==> config.mk <==
export PLATFORM = sky130hd
export DESIGN_NAME = ft232h_sync_writer
export DESIGN_NICKNAME = d
export VERILOG_FILES = /design/src/rtl/ft232h_sync_writer.sv
export SDC_FILE = /design/constraint.sdc
export NUM_CORES = 1
export LEC_CHECK = 0
export ABC_CLOCK_PERIOD_IN_PS = 2150
export CAP_MARGIN = 20
export CORE_ASPECT_RATIO = 0.6
export CORE_UTILIZATION = 25
export CTS_CLUSTER_DIAMETER = 30
export DETAILED_ROUTE_END_ITERATION = 12
export PLACE_DENSITY = 0.49
export SLEW_MARGIN = 30
export SYNTH_ARGS = -nofsm -noshare
export SYNTH_HDL_FRONTEND = slang
export SYNTH_SLANG_ARGS = --single-unit
==> constraint.sdc <==
create_clock -name clk -period 2.15 [get_ports clk]
set_clock_uncertainty 0.2 [all_clocks]
set_input_delay 0.215 -clock clk [delete_from_list [all_inputs] [get_ports clk]]
set_output_delay 0.215 -clock clk [all_outputs]
set_load 0.005 [all_outputs]
==> src/rtl/ft232h_sync_writer.sv <==
// Drains DATA_WIDTH-bit words from a FIFO and writes them byte-wise to an FT232H (FT245 sync FIFO mode).
// Optional send-immediate flush on idle: define FT232H_SEND_IMMEDIATE_EN.
module ft232h_sync_writer #(
    parameter int unsigned DATA_WIDTH    = 16,
    parameter bit          MSB_FIRST     = 1'b1,
    parameter int unsigned FLUSH_TIMEOUT = 64
) (
    input  logic                  clk,
    input  logic                  rst_n,
    input  logic                  fifo_empty,
    output logic                  fifo_rd,
    input  logic [DATA_WIDTH-1:0] fifo_data,
    input  logic                  ft_txe_n,
    output logic                  ft_wr_n,
    output logic [7:0]            ft_data,
    output logic                  ft_oe_n,
    output logic                  ft_siwu_n,
    output logic                  busy,
    output logic [15:0]           words_sent
);

    localparam int unsigned BYTES = DATA_WIDTH / 8;
    localparam int unsigned IDX_W = (BYTES > 1) ? $clog2(BYTES) : 1;

    if (DATA_WIDTH < 8 || DATA_WIDTH > 32 || (DATA_WIDTH % 8) != 0 || FLUSH_TIMEOUT < 2) begin : g_param_check
        $error("ft232h_sync_writer: illegal parameter set");
    end

    typedef enum logic [1:0] {
        IDLE  = 2'd0,
        FETCH = 2'd1,
        SEND  = 2'd2
    } state_t;

    state_t                r_state;
    state_t                w_state_nxt;
    logic                  w_fifo_rd;
    logic                  w_accept;
    logic                  w_last;
    logic [DATA_WIDTH-1:0] r_shift;
    logic [DATA_WIDTH-1:0] w_shift_nxt;
    logic [IDX_W-1:0]      r_idx;
    logic                  r_wr_n;
    logic [7:0]            r_data;
    logic                  r_busy;
    logic [15:0]           r_words;

    assign w_accept    = (r_state == SEND) && !r_wr_n && !ft_txe_n;
    assign w_last      = (r_idx == IDX_W'(BYTES - 1));
    assign w_shift_nxt = MSB_FIRST ? (r_shift << 8) : (r_shift >> 8);

    // State register
    always_ff @(posedge clk or negedge rst_n) begin
        if (!rst_n) begin
            r_state <= IDLE;
        end else begin
            r_state <= w_state_nxt;
        end
    end

    // Next state and pop strobe; the pop is combinational so data lands in time for FETCH
    always_comb begin
        w_state_nxt = r_state;
        w_fifo_rd   = 1'b0;
        case (r_state)
            IDLE: begin
                if (!fifo_empty) begin
                    w_fifo_rd   = 1'b1;
                    w_state_nxt = FETCH;
                end
            end
            FETCH: begin
                w_state_nxt = SEND;
            end
            SEND: begin
                if (w_accept && w_last) begin
                    if (!fifo_empty) begin
                        w_fifo_rd   = 1'b1;
                        w_state_nxt = FETCH;
                    end else begin
                        w_state_nxt = IDLE;
                    end
                end
            end
            default: begin
                w_state_nxt = IDLE;
            end
        endcase
    end

    // Byte datapath: load in FETCH, advance only on accepted bytes
    always_ff @(posedge clk or negedge rst_n) begin
        if (!rst_n) begin
            r_shift <= '0;
            r_idx   <= '0;
            r_wr_n  <= 1'b1;
            r_data  <= 8'h00;
            r_busy  <= 1'b0;
            r_words <= 16'h0000;
        end else begin
            r_busy <= (w_state_nxt != IDLE);
            case (r_state)
                FETCH: begin
                    r_shift <= fifo_data;
                    r_data  <= MSB_FIRST ? fifo_data[DATA_WIDTH-1 -: 8] : fifo_data[7:0];
                    r_wr_n  <= 1'b0;
                    r_idx   <= '0;
                end
                SEND: begin
                    if (w_accept) begin
                        if (w_last) begin
                            r_wr_n  <= 1'b1;
                            r_words <= r_words + 16'd1;
                        end else begin
                            r_shift <= w_shift_nxt;
                            r_data  <= MSB_FIRST ? w_shift_nxt[DATA_WIDTH-1 -: 8] : w_shift_nxt[7:0];
                            r_idx   <= r_idx + IDX_W'(1);
                        end
                    end
                end
                default: begin
                end
            endcase
        end
    end

`ifdef FT232H_SEND_IMMEDIATE_EN
    localparam int unsigned CNT_W = $clog2(FLUSH_TIMEOUT + 1);

    logic             r_pending;
    logic [CNT_W-1:0] r_idle_cnt;
    logic             r_siwu_n;
    logic             w_idle_wait;

    assign w_idle_wait = (r_state == IDLE) && fifo_empty && r_pending;

    // Idle flush timer; at timeout it holds until TXE# allows the pulse
    always_ff @(posedge clk or negedge rst_n) begin
        if (!rst_n) begin
            r_pending  <= 1'b0;
            r_idle_cnt <= '0;
            r_siwu_n   <= 1'b1;
        end else begin
            r_siwu_n <= 1'b1;
            if (w_accept) begin
                r_pending <= 1'b1;
            end
            if (!w_idle_wait) begin
                r_idle_cnt <= '0;
            end else if (r_idle_cnt == CNT_W'(FLUSH_TIMEOUT - 1)) begin
                if (!ft_txe_n) begin
                    r_siwu_n   <= 1'b0;
                    r_pending  <= 1'b0;
                    r_idle_cnt <= '0;
                end
            end else begin
                r_idle_cnt <= r_idle_cnt + CNT_W'(1);
            end
        end
    end

    assign ft_siwu_n = r_siwu_n;
`else
    assign ft_siwu_n = 1'b1;
`endif

    assign fifo_rd    = w_fifo_rd & rst_n;
    assign ft_wr_n    = r_wr_n;
    assign ft_data    = r_data;
    assign ft_oe_n    = 1'b1;
    assign busy       = r_busy;
    assign words_sent = r_words;

endmodule

==> impl_results.md <==
- Syn avg cell area: 9.928 µm²
- GR Overflow Total: 0
- Layout cells sized above 1: 0.1223
- Drt first-iter violations: 54
- Leakage: 1.113 nW
- CP max-delay cell: dfrtp_1
- Root Buffer: clkbuf_8
- Area delta synth->final: 44.04%
- Die area: 7013 µm²
- DRC viols: 0
- Yosys reg bits: 37
- Row count: 22
- Cell variety after synth: 29
- Clock tree buffer depth: 2
- Worst skew pair latency: 0.28 ns
- # fillers: 644
- Sequential area share after synthesis: 0.5559
- Starting Density: 0.2657
- Main combinational cell family by area after synthesis: simple AND/OR/NAND/NOR gates
- TNS Setup: 0 ns
- Die X: 107.4 µm
- Clock sinks: 37
- Worst VDD drop: 0.0003343 V
- Synth top cells by count: nand2_1, dfrtp_1, nand3_1
- Synth Area in Compound Gates: 0.06977
- Post-Synth XOR/XNOR Area: 0.07877
- CP Cell Sequence: nor4b_4 -> nand2_2 -> a211oi_2 -> and2_1 -> clkbuf_2
- Final Wtd Congestion: 0.6790
- FMAX: 488.5 MHz
- CP required: 1.74 ns
- Initial antenna violation count: 0
- Core area: 6276 µm²
- Pin count of the biggest net entering global routing: 38
- Mapped Cells: 168
- Nets: 250
- Area of the multi-input gates: 703.2 µm²
- Worst-path clk slew: 0.07 ns
- Critical Path Max Stage Delay: 0.41 ns
- Die height: 65.27 µm
- Min-delay worst type: flip-flop to flip-flop
- Leading area contributor after synthesis: dfrtp_1
- Count leader, synth: nand2_1
- DP HPWL: 2906 µm
- Crit path kind: flip-flop to primary output
- Drt via density: 4.313
- Hold_ws: 0.2654 ns
- Worst Path Max Fanout: 2
- CP startpoint kind: flip-flop
- N_diodes: 0
- Total track usage: 0.1216
- CP Capture Type: primary output
- PortBufs: 46
- Wirelength per Cell: 12.70 µm
- Final min period: 2.047 ns
- Hold Fails Final Rpt: 0
- H-tree depth: 2
- Remaining antenna violation count: 0
- Register Area: 927.1 µm²
- Synth Area in Adders: 0.007502
- Pwr/cell area: 1087 nW/µm²
- Area contributors post-synth: dfrtp_1, nand2_1, xor2_1
- Drt pass-1 iters: 4
- Top-area cell type share of the netlist area: 0.5401
- Final wirelength: 3974 µm
- Period utilization: 0.9522
- Final number of max-transition violations: 0
- Synthesized cell area: 1668 µm²
- Yosys warns: 0
- First-pass GRT wire length: 6486 µm
- Mux cell area share after synthesis: 0
- Vias in the first global route: 1297
- Asr flop ratio synth: 1.000
- CTS tree: built
- Max Cap Viol: 0
- Status: finished clean
- Post-Synth Simple-Gate Area: 0.2566
- I/O pin count: 49
- Top_reg_cell synth: dfrtp_1
- Critical Path AT: 1.63 ns
- Number of synthesized flops with an enable pin: 0
- CTS Buf Count: 5
- Vias: 1350
- Endpoints failing setup: 0
-- final timing paths --
path | slack [ns] | cells past startpoint | from | to
setup reg to reg | 0.23 | 6 | r_state[0] | words_sent[15]
hold reg to reg | 0.27 | 2 | r_shift[0] | r_shift[0]
max in group asynchronous | 1.05 | 3 | rst_n | ft_wr_n
setup / recovery | 0.10 | 5 | r_state[0] | fifo_rd
min in group asynchronous | 0.34 | 3 | rst_n | words_sent[11]
hold / removal | 0.27 | 2 | r_shift[0] | r_shift[0]
-- cells in the final DEF, fill, tap and decap left out, drive strengths merged --
cell type / count
clkdlybuf4s50: 43
nand2: 41
dfrtp: 36
buf: 14
nand3: 13
nor2: 12
xor2: 10
nor3: 8
a31oi: 8
clkbuf: 8
nand4: 6
xnor2: 5
o21ai: 3
inv: 3
nand2b: 2
and2: 2
and3: 2
conb: 2
nor4b: 1
a211oi: 1
o221ai: 1
a21boi: 1
o41ai: 1
nor2b: 1
nor4: 1
ha: 1
dfstp: 1
dlygate4sd3: 1
dlygate4sd2: 1
-- cell families (layout without fill, tap and decap cells) --
group / after synthesis / in the layout
AND/OR/NAND/NOR: 89 / 89
flip-flops: 37 / 37
AO/OA/AOI/OAI: 15 / 15
XOR/XNOR: 15 / 15
buffers and inverters: 10 / 70
adder cells (fa/ha/maj): 1 / 1
other: 1 / 2
-- repair_timing --
action	in CTS	in global routing
hold buffers	1	0
setup buffers	0	1
gates resized for setup	3	3
pin swaps	2	4
setup endpoints to repair	1	1
hold endpoints to repair	36	0
-- metrics by stage --
step / util / instances / instance area (µm²) / worst slack (ns) / total power, W
floorplan: - / 169 / 1672 / 0.3664 / 0.001575
global placement: 0.3660 / 304 / 2297 / -0.3882 / 0.002148
detailed placement: 0.3660 / 304 / 2297 / -0.3863 / 0.002145
CTS: 0.3818 / 312 / 2396 / 0.01938 / 0.002641
global route: 0.3828 / 313 / 2402 / -0.005554 / 0.002818
finish: 0.3828 / 313 / 2402 / 0.1027 / 0.002612
-- sequential cells by signal, summed over array words and instances (netlist names) --
name        cells
busy            1
ft_data         8
ft_wr_n         1
r_idx           1
r_shift         8
r_state         2
words_sent     16
-- final cells by class --
type,instances,area share
inverter,3,0.004688
sequential,37,0.3859
tap,84,0.04375
timing repair buffer,60,0.2370
multi-input combinational,122,0.2927
clock buffer,7,0.03594
-- per-layer routing --
metal / track usage / vias to the layer above / part of all wire
li1: - / 689 / -
met1: 0.1866 / 640 / 0.56
met2: 0.1637 / 19 / 0.40
met3: 0.03373 / 2 / 0.035
met4: 0.03082 / 0 / 0.0063
met5: 0 / - / 0
-- report_power, final --
part / internal [W] / total [W] / switching [W] / leakage, nW
combinational: 0.000557 / 0.00106 / 0.000498 / 0.611
clock: 0.000254 / 0.000483 / 0.000228 / 0.0443
sequential: 0.000916 / 0.00107 / 0.000157 / 0.457
-- worst max-delay path: cells and delay by family, from the launching register on --
kind                   cells  cell delay [ns]
buffers and inverters      1             0.11
AND/OR/NAND/NOR            3             0.59
AO/OA/AOI/OAI              1             0.24
flip-flops                 1             0.41
Note: power is estimated with default switching activity, not from simulation.
